`src/rtl/dvp_pattern_gen_if.sv`:
```
// Camera-side DVP bus: pattern controls into the generator, pixel clock, syncs and bytes out.
interface dvp_pattern_gen_if;
    logic        enable;
    logic [1:0]  mode;
    logic [15:0] solid_color;
    logic        pclk;
    logic        vsync;
    logic        href;
    logic [7:0]  data;
    logic        frame_done;
    logic [7:0]  frame_count;

    modport master (
        input  enable, mode, solid_color,
        output pclk, vsync, href, data, frame_done, frame_count
    );

    modport slave (
        output enable, mode, solid_color,
        input  pclk, vsync, href, data, frame_done, frame_count
    );
endinterface

```
`src/rtl/dvp_pattern_gen.sv`:
```
// OV7670-style DVP transmitter producing RGB565 test patterns at pclk = clk/2.
// All frame state advances only on the clk edge where pclk falls.
module dvp_pattern_gen #(
    parameter int H_PIXELS    = 640,
    parameter int V_LINES     = 480,
    parameter int H_BLANK     = 144,
    parameter int VSYNC_LINES = 3,
    parameter int V_BACK      = 17,
    parameter int V_FRONT     = 10
) (
    input  logic              clk,
    input  logic              reset,
    dvp_pattern_gen_if.master bus
);
    localparam int LINE_LEN = 2 * H_PIXELS + H_BLANK;
    localparam int HW       = $clog2(LINE_LEN);
    localparam logic [HW-1:0] LINE_LAST = HW'(LINE_LEN - 1);
    localparam logic [HW-1:0] ACT_LEN   = HW'(2 * H_PIXELS);
    localparam logic [6:0]    BAR_LAST  = 7'(H_PIXELS / 8 - 1);

    typedef enum logic [2:0] {IDLE, VSYNC, VBACK, ACTIVE, VFRONT} state_t;

    state_t        state_q, state_d;
    logic          pclk_q;
    logic [HW-1:0] hcnt_q, hcnt_d;
    logic [8:0]    lcnt_q, lcnt_d;
    logic [9:0]    x_q, x_d;
    logic [6:0]    barCnt_q, barCnt_d;
    logic [2:0]    barIdx_q, barIdx_d;
    logic [1:0]    mode_q, mode_d;
    logic [15:0]   solid_q, solid_d;
    logic [7:0]    frameCount_q, frameCount_d;
    logic          frameDone_q, frameDone_d;
    logic          vsync_q, vsync_d;
    logic          href_q, href_d;
    logic [7:0]    data_q, data_d;
    logic [15:0]   pixel;
    logic          lineEnd;
    logic          lastLine;

    function automatic logic [15:0] barColor(input logic [2:0] idx);
        logic [15:0] c;
        case (idx)
            3'd0:    c = 16'hFFFF;
            3'd1:    c = 16'hFFE0;
            3'd2:    c = 16'h07FF;
            3'd3:    c = 16'h07E0;
            3'd4:    c = 16'hF81F;
            3'd5:    c = 16'hF800;
            3'd6:    c = 16'h001F;
            default: c = 16'h0000;
        endcase
        return c;
    endfunction

    assign lineEnd = (hcnt_q == LINE_LAST);

    always_comb begin
        case (state_q)
            VSYNC:   lastLine = (lcnt_q == 9'(VSYNC_LINES - 1));
            VBACK:   lastLine = (lcnt_q == 9'(V_BACK - 1));
            ACTIVE:  lastLine = (lcnt_q == 9'(V_LINES - 1));
            VFRONT:  lastLine = (lcnt_q == 9'(V_FRONT - 1));
            default: lastLine = 1'b0;
        endcase
    end

    // Frame sequencing; mode and colour are captured only when a new frame starts.
    always_comb begin
        state_d      = state_q;
        hcnt_d       = hcnt_q;
        lcnt_d       = lcnt_q;
        mode_d       = mode_q;
        solid_d      = solid_q;
        frameCount_d = frameCount_q;
        frameDone_d  = 1'b0;
        if (state_q == IDLE) begin
            hcnt_d = '0;
            lcnt_d = '0;
            if (bus.enable) begin
                state_d = VSYNC;
                mode_d  = bus.mode;
                solid_d = bus.solid_color;
            end
        end else if (!lineEnd) begin
            hcnt_d = hcnt_q + 1'b1;
        end else begin
            hcnt_d = '0;
            lcnt_d = lastLine ? 9'd0 : lcnt_q + 1'b1;
            if (lastLine) begin
                case (state_q)
                    VSYNC:  state_d = VBACK;
                    VBACK:  state_d = ACTIVE;
                    ACTIVE: state_d = VFRONT;
                    default: begin
                        frameDone_d  = 1'b1;
                        frameCount_d = frameCount_q + 1'b1;
                        if (bus.enable) begin
                            state_d = VSYNC;
                            mode_d  = bus.mode;
                            solid_d = bus.solid_color;
                        end else begin
                            state_d = IDLE;
                        end
                    end
                endcase
            end
        end
    end

    // Pixel position and bar index advance on each even byte slot instead of dividing x.
    always_comb begin
        x_d      = x_q;
        barCnt_d = barCnt_q;
        barIdx_d = barIdx_q;
        if (hcnt_d == '0) begin
            x_d      = '0;
            barCnt_d = '0;
            barIdx_d = '0;
        end else if (!hcnt_d[0]) begin
            x_d = x_q + 1'b1;
            if (barCnt_q == BAR_LAST) begin
                barCnt_d = '0;
                barIdx_d = barIdx_q + 1'b1;
            end else begin
                barCnt_d = barCnt_q + 1'b1;
            end
        end
        case (mode_d)
            2'd0:    pixel = barColor(barIdx_d);
            2'd1:    pixel = {x_d[9:5], lcnt_d[8:3], x_d[9:5]};
            2'd2:    pixel = solid_d;
            default: pixel = (x_d[5] ^ lcnt_d[5] ^ frameCount_q[0]) ? 16'hFFFF : 16'h0000;
        endcase
        vsync_d = (state_d == VSYNC);
        href_d  = (state_d == ACTIVE) && (hcnt_d < ACT_LEN);
        data_d  = href_d ? (hcnt_d[0] ? pixel[7:0] : pixel[15:8]) : 8'h00;
    end

    always_ff @(posedge clk or posedge reset) begin
        if (reset) begin
            pclk_q       <= 1'b0;
            state_q      <= IDLE;
            hcnt_q       <= '0;
            lcnt_q       <= '0;
            x_q          <= '0;
            barCnt_q     <= '0;
            barIdx_q     <= '0;
            mode_q       <= '0;
            solid_q      <= '0;
            frameCount_q <= '0;
            frameDone_q  <= 1'b0;
            vsync_q      <= 1'b0;
            href_q       <= 1'b0;
            data_q       <= '0;
        end else begin
            pclk_q      <= ~pclk_q;
            frameDone_q <= 1'b0;
            if (pclk_q) begin
                state_q      <= state_d;
                hcnt_q       <= hcnt_d;
                lcnt_q       <= lcnt_d;
                x_q          <= x_d;
                barCnt_q     <= barCnt_d;
                barIdx_q     <= barIdx_d;
                mode_q       <= mode_d;
                solid_q      <= solid_d;
                frameCount_q <= frameCount_d;
                frameDone_q  <= frameDone_d;
                vsync_q      <= vsync_d;
                href_q       <= href_d;
                data_q       <= data_d;
            end
        end
    end

    assign bus.pclk        = pclk_q;
    assign bus.vsync       = vsync_q;
    assign bus.href        = href_q;
    assign bus.data        = data_q;
    assign bus.frame_done  = frameDone_q;
    assign bus.frame_count = frameCount_q;
endmodule

```
`src/flat_wrapper.sv`:
```
// flat-port wrapper written by rule: the top's interface ports become plain ports
module dvp_pattern_gen_flat 
#(
    parameter int H_PIXELS    = 640,
    parameter int V_LINES     = 480,
    parameter int H_BLANK     = 144,
    parameter int VSYNC_LINES = 3,
    parameter int V_BACK      = 17,
    parameter int V_FRONT     = 10
)
  (clk, reset, bus_enable, bus_mode, bus_solid_color, bus_pclk, bus_vsync, bus_href, bus_data, bus_frame_done, bus_frame_count);
  dvp_pattern_gen_if bus_i ();
  input  logic clk;
  input  logic reset;
  input wire logic [$bits(bus_i.enable)-1:0] bus_enable;
  input wire logic [$bits(bus_i.mode)-1:0] bus_mode;
  input wire logic [$bits(bus_i.solid_color)-1:0] bus_solid_color;
  output wire logic [$bits(bus_i.pclk)-1:0] bus_pclk;
  output wire logic [$bits(bus_i.vsync)-1:0] bus_vsync;
  output wire logic [$bits(bus_i.href)-1:0] bus_href;
  output wire logic [$bits(bus_i.data)-1:0] bus_data;
  output wire logic [$bits(bus_i.frame_done)-1:0] bus_frame_done;
  output wire logic [$bits(bus_i.frame_count)-1:0] bus_frame_count;
  assign bus_i.enable = bus_enable;
  assign bus_i.mode = bus_mode;
  assign bus_i.solid_color = bus_solid_color;
  assign bus_pclk = bus_i.pclk;
  assign bus_vsync = bus_i.vsync;
  assign bus_href = bus_i.href;
  assign bus_data = bus_i.data;
  assign bus_frame_done = bus_i.frame_done;
  assign bus_frame_count = bus_i.frame_count;
  dvp_pattern_gen #(.H_PIXELS(H_PIXELS), .V_LINES(V_LINES), .H_BLANK(H_BLANK), .VSYNC_LINES(VSYNC_LINES), .V_BACK(V_BACK), .V_FRONT(V_FRONT)) u_core (.clk(clk), .reset(reset), .bus(bus_i));
endmodule
```
`config.mk`:
```
export PLATFORM = sky130hd
export DESIGN_NAME = dvp_pattern_gen_flat
export DESIGN_NICKNAME = d
export VERILOG_FILES = /design/src/rtl/dvp_pattern_gen_if.sv /design/src/rtl/dvp_pattern_gen.sv /design/src/flat_wrapper.sv
export SDC_FILE = /design/constraint.sdc
export NUM_CORES = 1
export LEC_CHECK = 0
export BUFFER_PORTS_ARGS = -buffer_cell sky130_fd_sc_hd__buf_2
export CAP_MARGIN = 0
export CORE_ASPECT_RATIO = 0.7
export CORE_MARGIN = 1
export CORE_UTILIZATION = 67
export CTS_BUF_LIST = sky130_fd_sc_hd__clkbuf_2
export DETAILED_ROUTE_END_ITERATION = 16
export GPL_TIMING_DRIVEN = 0
export PLACE_DENSITY = 0.92
export SYNTH_ARGS = -nofsm -noshare
export SYNTH_HDL_FRONTEND = slang
export SYNTH_SLANG_ARGS = --single-unit
```
`constraint.sdc`:
```
create_clock -name clk -period 4.85 [get_ports clk]
set_input_delay 0.2425 -clock clk [delete_from_list [all_inputs] [get_ports clk]]
set_output_delay 0.2425 -clock clk [all_outputs]
set_load 0.05 [all_outputs]
```
== Word-level counts from Yosys, hierarchy flattened ==
Index checks and enable logic that the tools add are counted.

* Bits in registers: 81
* Bits in latches: 0
* Memory bits (writable): 0
* Memory bits (read-only): 0
* Input bits: 21
* Logic and storage cells: 99
* Memories kept: 0

* $add $sub $neg: 6
* Multipliers: 0
* Div/mod/pow operators: 0
* Order comparisons: 1
* Equal/unequal tests: 21
* Shift operators: 0
* Mux-type cells: 40
* Bitwise operators: 5
* Reductions and logical operators: 10

{| class="wikitable"
|+ Operators by type and width
! kind !! number
|-
| $pmux W16 S7 || 1
|-
| $mux W16 || 6
|-
| $pmux W16 S3 || 1
|-
| $mux W9 || 3
|-
| $mux W11 || 2
|-
| $mux W3 || 7
|-
| $mux W7 || 3
|-
| $mux W10 || 2
|-
| $mux W8 || 2
|-
| $eq A3 B2 Y1 const B || 5
|-
| $eq A3 B3 Y1 const B || 4
|-
| $add A11 B1 Y11 const B || 1
|-
| $eq A11 B11 Y1 const B || 1
|-
| $logic_not A11 Y1 || 1
|-
| $lt A11 B11 Y1 const B || 1
|-
| $add A10 B1 Y10 const B || 1
|-
| $mux W2 || 5
|-
| $add A9 B1 Y9 const B || 1
|-
| $eq A3 B1 Y1 const B || 3
|-
| $eq A9 B2 Y1 const B || 1
|-
| $eq A9 B4 Y1 const B || 1
|-
| $eq A9 B5 Y1 const B || 1
|-
| $eq A9 B9 Y1 const B || 1
|-
| $pmux W3 S3 || 1
|-
| other kinds (18) || 28
|}

== Logic depth before layout (Yosys ltp) ==
* Word-level depth: 11
* Gate-level depth with buffers: 11
* Gate-level depth less buffers: 9

== Least setup slack after synthesis ==
No wires, ideal clock.

* Path type: flip-flop to flip-flop
* Start: register u_core.hcnt_q[1]
* End: register u_core.data_q[1], in the netlist u_core.bus.data[1]
* Library setup time: 101 ps
* Data arrival time: 2804 ps
* Data required time: 4749 ps
* Path slack: 1945 ps
* Stages on the path, launching flop included: 10
* Path buffers: 0
* Clock period less this slack: 2905 ps
* Path through: dfrtp_1 -> ha_1 -> nand3_1 -> nor3_1 -> o221ai_1 -> nor4_2 -> nor3_2 -> xnor3_1 -> a21o_1 -> o32ai_1

* Cells in the longest elaborated chain, start to end: 11

{| class="wikitable"
|+ RTL lines
! what !! RTL line !! RTL
|-
| start: declaration || dvp_pattern_gen.sv:25 || <nowiki>logic [HW-1:0] hcnt_q, hcnt_d;</nowiki>
|-
| start signal: assignment || dvp_pattern_gen.sv:161 || <nowiki>hcnt_q <= hcnt_d;</nowiki>
|-
| branches (longest 10 deep; another with $add A11 B1 Y11) || -- ||
|-
| $mux W8 (*) || dvp_pattern_gen.sv:137 || <nowiki>data_d = href_d ? (hcnt_d[0] ? pixel[7:0] : pixel[15:8]) : 8'h00;</nowiki>
|-
| end signal: assignment || dvp_pattern_gen.sv:172 || <nowiki>data_q <= data_d;</nowiki>
|-
| end: declaration || dvp_pattern_gen.sv:36 || <nowiki>logic [7:0] data_q, data_d;</nowiki>
|}

Every way passes the cells marked *. The select of a mux whose other input is x is not followed.
A chain may end at the register's enable or synchronous reset.

== Final worst setup path ==
* Start: register u_core.hcnt_q[1]
* End: register u_core.data_q[5], in the netlist u_core.bus.data[5]

Same word-level chain as after synthesis.

==> impl.org <==
** Cells and area
- Compared with the post-synthesis result, the final layout area differs by 13.1%.
- Number of nets in the final layout :: 640
- Fraction of final layout cells sized beyond drive strength 1 :: 16.2%
- N_diodes :: 0
- Final cell area excluding filler cells :: 5570 um2

** STA
- The smallest clock period supported by the final layout is computed as 3.89 ns.
- Highest clock rate :: 257 MHz
- The final count of hold timing violations is 0.
- Worst relative slew slack :: a little under half
- The number of max-slew violations in the final report is 0.
- Setup violations remaining at the end of the flow were counted as 0.
- At the pin with the least slew margin, the transition time is 0.783 ns.
- Share of the clock period used by the worst path after layout :: 80.2%
- RSZ-0062 raised after global routing :: no
- Setup total negative slack :: 0 ns
- Across the routed clock network, the largest skew measured is 0.0305 ns.

** Yosys
- Share of the synthesized area in the top cell type :: between 40% and 50%
- Distinct cell type count after synthesis :: 61
- Cell count after synthesis :: 545
- Counting every net in the synthesized netlist gives 572.
- Async S/R FF share, synth :: 100%
- After synthesis the cells add up to slightly below 5000 um2.
- For this run, the leading register cell type out of synthesis is sky130_fd_sc_hd__dfrtp_1.
- Register bit count reported by yosys :: 81
- After synthesis, the mean cell area works out to 9.03 um2.
- Synthesis Warnings :: 0
- Sequential elements use 41.2% of the synthesized area.
- Synth top area cells :: sky130_fd_sc_hd__dfrtp_1 (41%), sky130_fd_sc_hd__mux2_2 (5.5%), sky130_fd_sc_hd__o21ai_0 (4.9%)
- Counting flops with a built-in enable in the synthesized netlist gives 0.
- The biggest area contributor in the post-synthesis netlist is sky130_fd_sc_hd__dfrtp_1.

** Pwr
- Across the VDD grid, the largest voltage drop is 0.177 mV.
- Overall power consumption :: 1.15 mW
- Summed over all cells, the static leakage comes to between 2 and 2.5 nW.
- Dividing total power by cell area gives a power density of just over 200 nW/um2.

** Clock network
- CTS Hold Bufs :: 17
- The clock reaches the later pin of the worst-skew pair after 0.57 ns.
- No sink is reached through more buffers than the 2 on the longest clock path.
- H-tree depth :: 3
- Clock tree from TritonCTS :: done
- Setup Fix Bufs, Post-CTS :: 0
- CTS placed an instance of sky130_fd_sc_hd__clkbuf_2 at the clock tree root.
- Post-CTS sizing :: 0
- Clock-pin slew reported for the worst setup and hold paths after clock tree synthesis :: 0.23 ns
- Number of CTS-inserted buffers :: 9
- Number of clock sinks :: 81

** Critical path
- For the worst setup path, the data required time is between 5 and 6 ns.
- The worst setup path is captured at a register.
- Among all stages on the critical path, the largest delay is contributed by sky130_fd_sc_hd__mux2i_1.
- Ordered list of cells on the worst path :: ha_1 > nand3_1 > nor2_1 > nand3_1 > o31ai_4 > mux2i_1 > clkbuf_1 > o32ai_1 > nor3_1 > o32ai_1
- Worst setup path class :: register to register
- Startpoint class of the critical path :: register
- Maximum net fanout on the critical path :: 10
- Largest incremental delay on the critical path :: 0.58 ns
- Crit path DAT :: 4.31 ns
- Total buffers and inverters traversed by the critical path :: 1
- Family with the most delay on the worst path :: simple AND/OR/NAND/NOR gates

** Place
- Gp weighted congestion :: 0.986
- Detailed placement ended at an HPWL of approximately 9.3 mm.
- Buffers placed on the I/O ports in this run total 39.
- Instance area at placement :: about 5300 um2

** Drt
- Detailed-route via count :: 4684
- For this block, the routed nets add up to 13.8 mm of wire.
- Starting DRT DRC Count :: roughly 480
- The count of nets left with antenna violations once routing finished came out at 0.
- In the routed design, unresolved DRC markers number 0.
- Routed length per instance :: roughly 19 um
- Average vias per placed instance :: 6.59
- For this run, the detailed router's first-pass iteration total came to 5.

** Flow run
- The tool flagged a number of max-cap violations equal to 0.

** Die
- Overall die area :: 7700 um2
- The floorplan has 25 rows.
- The total area inside the core boundary comes to a little under 7000 um2.
- Initial cell density of the core :: a little under three quarters
- The die is 73.7 um tall.
- Die boundary width :: roughly 100 um
- For this design the top-level I/O count stands at 41.

** Global routing
- Entering global routing, the biggest net connects 52 pins.
- Number of global-route vias before repair :: about 4600
- The first global-routing pass estimated 22.3 mm of wire.
- The initial antenna violation count came to 0.
- Across every metal layer, demand over resource in global routing totals approximately 38%.
- After global routing the overflow that remains totals 0.

** Run status
- The run finished with clean final reports.

** Worst hold path
- The min-delay analysis places its worst path in the category primary input to register.
worst reg2reg max path, cell delays in order (launching register included):
cell and delay, ns:
sky130_fd_sc_hd__dfrtp_1 0.52, sky130_fd_sc_hd__ha_1 0.32, sky130_fd_sc_hd__nand3_1 0.32, sky130_fd_sc_hd__nor2_1 0.33, sky130_fd_sc_hd__nand3_1 0.19, sky130_fd_sc_hd__o31ai_4 0.49
sky130_fd_sc_hd__mux2i_1 0.58, sky130_fd_sc_hd__clkbuf_1 0.46, sky130_fd_sc_hd__o32ai_1 0.18, sky130_fd_sc_hd__nor3_1 0.25, sky130_fd_sc_hd__o32ai_1 0.11
worst paths after layout:
kind / startpoint / endpoint / slack (ns) / depth (start not counted)
worst min register to register: u_core.bus.frame_count[7] / u_core.bus.frame_count[7] / 0.49 / 1
worst min-delay path: bus_mode[1] / u_core.mode_q[1] / 0.14 / 3
min in group asynchronous: reset / u_core.bus.vsync / 0.20 / 3
max in group asynchronous: reset / u_core.barIdx_q[2] / 4.04 / 4
worst max-delay path: u_core.hcnt_q[1] / u_core.bus.data[5] / 0.96 / 10
worst max register to register: u_core.hcnt_q[1] / u_core.bus.data[5] / 0.96 / 10
layout make-up:
type                    count  area (um2)
fillers                   427        1350
repair buffers             57         393
flip-flops and latches     81        2030
clock buffers              10        50.0
clock inverters             5        81.3
inverters                  20        77.6
well taps                  94         118
multi-input cells         414        2690
plain buffers              30         135
where the power goes:
group | switching (mW) | internal, mW
clock network | 0.244 | 0.170
registers | 0.000711 | 0.677
logic | 0.0333 | 0.0228
total | 0.278 | 0.870
cell families (layout without fill, tap and decap cells):
| family | Yosys count | in the layout | share of synthesized area [%] |
|---|---|---|---|
| XOR/XNOR | 25 | 25 | 4.73 |
| AO/OA/AOI/OAI | 121 | 121 | 17.1 |
| flip-flops | 81 | 81 | 41.2 |
| AND/OR/NAND/NOR | 217 | 217 | 21.4 |
| adder cells (fa/ha/maj) | 6 | 6 | 1.53 |
| buffers and inverters | 50 | 122 | 4.27 |
| multiplexers | 45 | 45 | 9.76 |
sequential cells by signal (all words and copies together), names as in the netlist, 3 cells and up:
signal                  count
u_core.barCnt_q             7
u_core.state_q              3
u_core.bus.frame_count      8
u_core.solid_q             16
u_core.x_q                 10
u_core.lcnt_q               9
u_core.bus.data             8
u_core.barIdx_q             3
u_core.hcnt_q              11
metrics by stage:
step | cells | hold slack [ns] | util [%] | setup slack [ns]
3_3_place_gp | 678 | 0.457 | 75.7 | 1.37
3_5_place_dp | 679 | 0.274 | 76.2 | 1.25
5_1_grt | 711 | 0.162 | 80.5 | 0.717
2_1_floorplan | 545 | 0.393 | - | 1.95
6_report | 711 | 0.144 | 80.5 | 0.960
4_1_cts | 711 | 0.120 | 80.5 | 1.19
metal layers:
| metal | track usage, % | vias up | part of all wire [%] |
|---|---|---|---|
| li1 | - | 2116 | - |
| met1 | 48.4 | 2204 | 41 |
| met4 | 19.0 | 0 | 3.6 |
| met5 | 0 | - | 0 |
| met2 | 62.7 | 312 | 46 |
| met3 | 7.19 | 52 | 9.1 |
placed cells by master (no fill, tap or decap), drive strengths merged, types with 12 or more instances in the layout:
cell type	Yosys	layout
nor3	31	31
a21oi	13	13
inv	19	19
xor2	12	12
nor2	45	45
mux2	24	24
mux2i	21	21
o21ai	48	48
nand2	63	63
dlygate4sd3	0	17
buf	8	48
dfrtp	81	81
xnor2	12	12
clkbuf	22	32
nand3	25	25
cell usage after synthesis (6+ instances only):
| cell type | count |
|---|---|
| sky130_fd_sc_hd__and3_1 | 11 |
| sky130_fd_sc_hd__o31ai_1 | 8 |
| sky130_fd_sc_hd__clkbuf_1 | 21 |
| sky130_fd_sc_hd__o32ai_1 | 9 |
| sky130_fd_sc_hd__inv_1 | 19 |
| sky130_fd_sc_hd__xnor2_1 | 12 |
| sky130_fd_sc_hd__mux2_2 | 24 |
| sky130_fd_sc_hd__xor2_1 | 12 |
| sky130_fd_sc_hd__mux2i_1 | 21 |
| sky130_fd_sc_hd__dfrtp_1 | 81 |
| sky130_fd_sc_hd__nor3_1 | 30 |
| sky130_fd_sc_hd__nand2_1 | 63 |
| sky130_fd_sc_hd__nand2b_1 | 6 |
| sky130_fd_sc_hd__nand4_1 | 8 |
| sky130_fd_sc_hd__nor2_1 | 45 |
| sky130_fd_sc_hd__a21oi_1 | 13 |
| sky130_fd_sc_hd__nand3_1 | 25 |
| sky130_fd_sc_hd__nor4_1 | 6 |
| sky130_fd_sc_hd__ha_1 | 6 |
| sky130_fd_sc_hd__o21ai_0 | 48 |
Note: power is estimated with default switching activity, not from simulation.
